## src/rtl/sound_unpacker_if.sv

```systemverilog
// Byte-stream and sample-output bundle of the sound unpacker.
// master = byte router / sample consumer side, slave = sound_unpacker.
interface sound_unpacker_if;
    logic        byte_valid;
    logic [7:0]  byte_data;
    logic        byte_ready;
    logic        sound_write_ready;
    logic        sound_write;
    logic [15:0] sound_l;
    logic [15:0] sound_r;

    modport master (
        output byte_valid,
        output byte_data,
        output sound_write_ready,
        input  byte_ready,
        input  sound_write,
        input  sound_l,
        input  sound_r
    );

    modport slave (
        input  byte_valid,
        input  byte_data,
        input  sound_write_ready,
        output byte_ready,
        output sound_write,
        output sound_l,
        output sound_r
    );
endinterface

```

## src/rtl/sound_unpacker.sv

```systemverilog
// Unpacks 16-bit LE PCM payload bytes into sound_write strobes (mono/stereo, drain mode).
// Optional SOUND_UNPACK_ATTEN_EN adds sound_atten: per-block arithmetic right shift of samples.
//
// state   | meaning
// IDLE    | waiting for blk_start with a non-zero byte count
// COLLECT | accepting bytes of the current frame
// PUSH    | frame complete, waiting for sound_write_ready to emit it
// DRAIN   | chan 0: accepting and discarding the remaining block bytes
module sound_unpacker #(
    parameter int LEN_W = 16
) (
    input  logic             clk_sys,
    input  logic             sound_reset_n,
    input  logic [1:0]       sound_chan,
    input  logic             blk_start,
    input  logic [LEN_W-1:0] blk_bytes,
`ifdef SOUND_UNPACK_ATTEN_EN
    input  logic [2:0]       sound_atten,
`endif
    sound_unpacker_if.slave  snd,
    output logic             busy,
    output logic             blk_err,
    output logic [LEN_W-1:0] samples_cnt
);

    localparam logic [1:0] ST_IDLE    = 2'd0;
    localparam logic [1:0] ST_COLLECT = 2'd1;
    localparam logic [1:0] ST_PUSH    = 2'd2;
    localparam logic [1:0] ST_DRAIN   = 2'd3;

    logic [1:0]       state;
    logic             stereo_q;
    logic [LEN_W-1:0] remaining;
    logic [1:0]       idx;
    logic [3:0][7:0]  frame_buf;
    logic             sound_write_q;
    logic [15:0]      sound_l_q;
    logic [15:0]      sound_r_q;
    logic             blk_err_q;

    logic             accept;
    logic [1:0]       last_idx;
    logic [LEN_W-1:0] rem_dec;
    logic signed [15:0] samp_l_raw;
    logic signed [15:0] samp_r_raw;
    logic signed [15:0] samp_l;
    logic signed [15:0] samp_r;

    assign snd.byte_ready  = (state == ST_COLLECT) || (state == ST_DRAIN);
    assign snd.sound_write = sound_write_q;
    assign snd.sound_l     = sound_l_q;
    assign snd.sound_r     = sound_r_q;
    assign busy            = (state != ST_IDLE);
    assign blk_err         = blk_err_q;

    assign accept   = snd.byte_valid && snd.byte_ready;
    assign last_idx = stereo_q ? 2'd3 : 2'd1;
    // Decrement saturates so the counter can never wrap below zero.
    assign rem_dec  = (remaining != '0) ? (remaining - LEN_W'(1)) : '0;

    assign samp_l_raw = {frame_buf[1], frame_buf[0]};
    assign samp_r_raw = stereo_q ? {frame_buf[3], frame_buf[2]} : samp_l_raw;

`ifdef SOUND_UNPACK_ATTEN_EN
    logic [2:0] atten_q;

    always_ff @(posedge clk_sys or negedge sound_reset_n) begin
        if (!sound_reset_n) begin
            atten_q <= 3'd0;
        end else if (blk_start && (state == ST_IDLE) && (blk_bytes != '0)) begin
            atten_q <= sound_atten;
        end
    end

    assign samp_l = samp_l_raw >>> atten_q;
    assign samp_r = samp_r_raw >>> atten_q;
`else
    assign samp_l = samp_l_raw;
    assign samp_r = samp_r_raw;
`endif

    always_ff @(posedge clk_sys or negedge sound_reset_n) begin
        if (!sound_reset_n) begin
            state         <= ST_IDLE;
            stereo_q      <= 1'b0;
            remaining     <= '0;
            idx           <= 2'd0;
            frame_buf     <= '0;
            sound_write_q <= 1'b0;
            sound_l_q     <= 16'd0;
            sound_r_q     <= 16'd0;
            blk_err_q     <= 1'b0;
            samples_cnt   <= '0;
        end else begin
            sound_write_q <= 1'b0;
            blk_err_q     <= 1'b0;

            if (blk_start && (state != ST_IDLE)) begin
                blk_err_q <= 1'b1;
            end

            case (state)
                ST_IDLE: begin
                    if (blk_start && (blk_bytes != '0)) begin
                        stereo_q    <= sound_chan[1];
                        remaining   <= blk_bytes;
                        idx         <= 2'd0;
                        samples_cnt <= '0;
                        state       <= (sound_chan == 2'd0) ? ST_DRAIN : ST_COLLECT;
                    end
                end

                ST_COLLECT: begin
                    if (accept) begin
                        frame_buf[idx] <= snd.byte_data;
                        remaining      <= rem_dec;
                        if (idx == last_idx) begin
                            idx   <= 2'd0;
                            state <= ST_PUSH;
                        end else if (rem_dec == '0) begin
                            // Block ended mid-frame: partial frame is dropped.
                            idx       <= 2'd0;
                            blk_err_q <= 1'b1;
                            state     <= ST_IDLE;
                        end else begin
                            idx <= idx + 2'd1;
                        end
                    end
                end

                ST_PUSH: begin
                    if (snd.sound_write_ready) begin
                        sound_write_q <= 1'b1;
                        sound_l_q     <= samp_l;
                        sound_r_q     <= samp_r;
                        samples_cnt   <= samples_cnt + LEN_W'(1);
                        state         <= (remaining != '0) ? ST_COLLECT : ST_IDLE;
                    end
                end

                ST_DRAIN: begin
                    if (accept) begin
                        remaining <= rem_dec;
                        if (rem_dec == '0) begin
                            state <= ST_IDLE;
                        end
                    end
                end

                default: state <= ST_IDLE;
            endcase
        end
    end

endmodule

```

## src/flat_wrapper.sv

```systemverilog
// flat-port wrapper written by rule: the top's interface ports become plain ports
module sound_unpacker_flat 
#(
    parameter int LEN_W = 16
)
  (clk_sys, sound_reset_n, sound_chan, blk_start, blk_bytes, busy, blk_err, samples_cnt, snd_byte_valid, snd_byte_data, snd_sound_write_ready, snd_byte_ready, snd_sound_write, snd_sound_l, snd_sound_r);
  sound_unpacker_if snd_i ();
  input  logic clk_sys;
  input  logic sound_reset_n;
  input  logic [1:0] sound_chan;
  input  logic blk_start;
  input  logic [LEN_W-1:0] blk_bytes;
  output logic busy;
  output logic blk_err;
  output logic [LEN_W-1:0] samples_cnt;
  input wire logic [$bits(snd_i.byte_valid)-1:0] snd_byte_valid;
  input wire logic [$bits(snd_i.byte_data)-1:0] snd_byte_data;
  input wire logic [$bits(snd_i.sound_write_ready)-1:0] snd_sound_write_ready;
  output wire logic [$bits(snd_i.byte_ready)-1:0] snd_byte_ready;
  output wire logic [$bits(snd_i.sound_write)-1:0] snd_sound_write;
  output wire logic [$bits(snd_i.sound_l)-1:0] snd_sound_l;
  output wire logic [$bits(snd_i.sound_r)-1:0] snd_sound_r;
  assign snd_i.byte_valid = snd_byte_valid;
  assign snd_i.byte_data = snd_byte_data;
  assign snd_i.sound_write_ready = snd_sound_write_ready;
  assign snd_byte_ready = snd_i.byte_ready;
  assign snd_sound_write = snd_i.sound_write;
  assign snd_sound_l = snd_i.sound_l;
  assign snd_sound_r = snd_i.sound_r;
  sound_unpacker #(.LEN_W(LEN_W)) u_core (.clk_sys(clk_sys), .sound_reset_n(sound_reset_n), .sound_chan(sound_chan), .blk_start(blk_start), .blk_bytes(blk_bytes), .snd(snd_i), .busy(busy), .blk_err(blk_err), .samples_cnt(samples_cnt));
endmodule
```

## config.mk

```make
export PLATFORM = sky130hd
export DESIGN_NAME = sound_unpacker_flat
export DESIGN_NICKNAME = d
export VERILOG_FILES = /design/src/rtl/sound_unpacker_if.sv /design/src/rtl/sound_unpacker.sv /design/src/flat_wrapper.sv
export SDC_FILE = /design/constraint.sdc
export NUM_CORES = 1
export LEC_CHECK = 0
export BUFFER_PORTS_ARGS = -buffer_cell sky130_fd_sc_hd__buf_2
export CORE_MARGIN = 3
export CORE_UTILIZATION = 50
export DETAILED_ROUTE_END_ITERATION = 6
export GPL_TIMING_DRIVEN = 0
export HOLD_SLACK_MARGIN = 0.05
export PLACE_DENSITY = 0.8
export SETUP_SLACK_MARGIN = 0.5
export SLEW_MARGIN = 10
export SYNTH_ARGS = -nofsm -noshare
export SYNTH_HDL_FRONTEND = slang
export SYNTH_SLANG_ARGS = --single-unit
```

## constraint.sdc

```tcl
create_clock -name clk_sys -period 4.8 [get_ports clk_sys]
set_clock_uncertainty 0.15 [all_clocks]
set_input_delay 0.72 -clock clk_sys [delete_from_list [all_inputs] [get_ports clk_sys]]
set_output_delay 0.72 -clock clk_sys [all_outputs]
set_load 0.01 [all_outputs]
```

==> impl_metrics.env <==
export IMPL_status="finished, final reports clean"
export IMPL_initial_core_util_pct=52.2
export IMPL_avgViaCountPerCell=5.76
export IMPL_clkSlewWorstSetupHoldPaths_ns=0.11
export IMPL_grt_met3_usage_pct=4.26
export IMPL_critPathLaunchType="primary input"
export IMPL_die_h_um=105
export IMPL_wl_per_cell_um=16.9
export IMPL_tns_ns=0
export IMPL_grt_pass1_wl_mm=20.3
export IMPL_drtAntennaViolNets=0
export IMPL_path_max_fanout=10
export IMPL_cts_resized=0
export IMPL_gr_usage_met1_pct=31.0
export IMPL_synth_edf_count=0
export IMPL_finalHoldViolations=0
export IMPL_cts_sinks=103
export IMPL_vias=4030
export IMPL_synth_area_per_cell_um2=10.3
export IMPL_port_buffers=81
export IMPL_min_period_ns=2.88
export IMPL_netlist_top_cells_count="dfrtp_1 (103), nand2_1 (93), o21ai_0 (34), mux2_2 (32), nor2_1 (20)"
export IMPL_grtUsageTotal_pct=22.7
export IMPL_async_flop_share_pct=100
export IMPL_post_cts_setup_buffers=0
export IMPL_row_count=35
export IMPL_design_area_um2=5700
export IMPL_grt_pass1_vias=4129
export IMPL_crit_type="primary input to flip-flop"
export IMPL_clockRootBuffer="clkbuf_8"
export IMPL_arrival_ns=3.02
export IMPL_dieArea_um2=11000
export IMPL_rrSetupSlack_ns=2.18
export IMPL_seq_area_frac_synth_pct=52.7
export IMPL_p_leak_nw=2.67
export IMPL_antenna_found_initial=0
export IMPL_synth_top_cell_by_area="dfrtp_1"
export IMPL_ctsHoldBuffers=0
export IMPL_crit_path_end_kind="flip-flop"
export IMPL_gr_total_overflow=0
export IMPL_required_ns=4.95
export IMPL_rr_startpoint="u_core.remaining[0]$_DFFE_PN0P_"
export IMPL_cts_buffers=9
export IMPL_synth_ff_type="dfrtp_1"
export IMPL_postLayoutCoreUtil_pct=60.9
export IMPL_use_met2_pct=37.8
export IMPL_wl_mm=11.9
export IMPL_stdcell_count=700
export IMPL_rr_worst_depth=7
export IMPL_setup_viol=0
export IMPL_grt_max_degree=60
export IMPL_dr_first_iter_drc_count=262
export IMPL_startpoint="blk_bytes[2]"
export IMPL_synth_area_um2=4890
export IMPL_cts_max_level=3
export IMPL_syn_instance_count=473
export IMPL_post_route_period_util_pct=59.9
export IMPL_slew_headroom_pct=44.8
export IMPL_first_pass_iters=5
export IMPL_io_pins=83
export IMPL_yosysTopAreaCellShare_pct=52.7
export IMPL_r2r_end="u_core.state[1]$_DFFE_PN0P_"
export IMPL_postPlaceCellArea_um2=5490
export IMPL_rsz0062_at_grt="no"
export IMPL_yosysMostFrequentCell="dfrtp_1"
export IMPL_antennaDiodeCount=0
export IMPL_nets=603
export IMPL_max_freq_ghz=0.348
export IMPL_clk_latency_ns=0.37
export IMPL_synth_seq_cells=103
export IMPL_ys_types=56
export IMPL_ys_warn_count=0
export IMPL_synth_area_leaders="dfrtp_1 (53%), mux2_2 (7.4%), nand2_1 (7.1%)"
export IMPL_worstMarginPinSlew_ns=0.822
export IMPL_remaining_drc_errors=0
export IMPL_area_growth_pct=16.6
export IMPL_dp_cells=684
export IMPL_ctsLongestPathBuffers=2
export IMPL_top_usage_layer="met2"
export IMPL_gp_congestion=0.929
export IMPL_min_path_type="primary input to async pin"
export IMPL_cts_tree="done"
export IMPL_slew_violations=0
export IMPL_dp_hpwl_mm=8.51
export IMPL_maxCapViolCount=0
export IMPL_coreArea_um2=9370
export IMPL_chipWidth_um=105
export IMPL_synth_fp_nets=510
export IMPL_peakVddDrop_mv=0.278
export IMPL_layout_drive_gt1_share_pct=24.5
export IMPL_powerDensity_nw_per_um2=592
## kinds of logic (layout without fill, tap and decap cells)
family / after synthesis / after routing / share of synthesized area (%)
compound gates: 89 / 89 / 12.1
buf+inv: 32 / 130 / 2.63
mux: 50 / 50 / 11.1
flops: 103 / 103 / 52.7
simple gates: 182 / 182 / 18.0
xor+xnor: 11 / 11 / 1.97
fa+ha+maj: 6 / 6 / 1.53
## sequential cells by signal, indices dropped and copies added, names as in the netlist
name,cells
u_core.blk_err,1
u_core.state,2
u_core.frame_buf,32
u_core.idx,2
u_core.snd.sound_l,16
u_core.stereo_q,1
u_core.remaining,16
u_core.samples_cnt,16
u_core.snd.sound_r,16
u_core.snd.sound_write,1
## through the flow
| step | power (mW) | hold WS, ns | setup WS (ns) |
|---|---|---|---|
| 2_1_floorplan | 2.35 | 0.274 | 2.46 |
| 3_3_place_gp | 2.74 | 0.304 | 1.64 |
| 3_5_place_dp | 2.80 | 0.307 | 1.55 |
| 4_1_cts | 3.38 | 0.187 | 1.98 |
| 5_1_grt | 3.64 | 0.207 | 1.88 |
| 6_report | 3.38 | 0.179 | 1.92 |
## worst max-delay path, cell delays in order
cell	delay, ns
buf_2	0.12
nor4_1	0.46
nand4_1	0.41
and3_1	0.32
clkbuf_1	0.19
clkbuf_1	0.30
clkbuf_1	0.31
a21oi_1	0.18
## report_power, final
| group | leakage, nW | internal, mW | switching [mW] |
|---|---|---|---|
| sequential | 1.30 | 1.21 | 0.269 |
| combinational | 1.26 | 0.581 | 0.733 |
| clock | 0.105 | 0.253 | 0.329 |
| total | 2.67 | 2.05 | 1.33 |
## how the worst max path moves through the flow
stage,to
after global placement,u_core.samples_cnt[14]$_DFFE_PN0P_
after global routing,u_core.samples_cnt[12]$_DFFE_PN0P_
after floorplan,u_core.samples_cnt[15]$_DFFE_PN0P_
after detailed placement,u_core.samples_cnt[12]$_DFFE_PN0P_
after CTS,u_core.samples_cnt[12]$_DFFE_PN0P_
final,u_core.samples_cnt[12]$_DFFE_PN0P_
## layout make-up
cell class | count | area (µm²)
flip-flops and latches | 103 | 2580
clock inverters | 7 | 91.3
fillers | 823 | 3670
well taps | 129 | 161
inverters | 14 | 52.6
multi-input cells | 338 | 2180
clock buffers | 9 | 124
plain buffers | 18 | 76.3
repair buffers | 82 | 435
## metal layers
layer	part of all wire [%]	up-vias	routed length [µm]
met3	6.1	14	720
met2	48	149	5710
met5	0	-	0
li1	-	1882	-
met1	44	1985	5270
met4	1.3	0	154
## layout by cell type (no fill, tap or decap), types with 3 or more instances in the layout
master     netlist  layout
o2bb2ai_1        4       4
a21o_1           3       3
nor4_1          12      12
nor2_1          20      20
buf_2            1      81
o21ai_0         34      34
a22o_1           4       4
o211ai_1         3       3
dfrtp_1        103     103
a221o_1          3       3
nand2b_1         5       5
and4_1           4       4
a21oi_1         13      13
nand3_1         10      10
nor3_1          12      12
a221oi_1         3       3
clkbuf_8         0       9
mux2i_1         18      18
nand2_1         93      93
clkbuf_1        15      15
mux2_2          32      32
or3_1            7       7
ha_1             6       6
xnor2_1          5       5
inv_1           12      12
xor2_1           6       6
nand4_1          6       6
No activity file was read; power rests on OpenSTA's default activity.
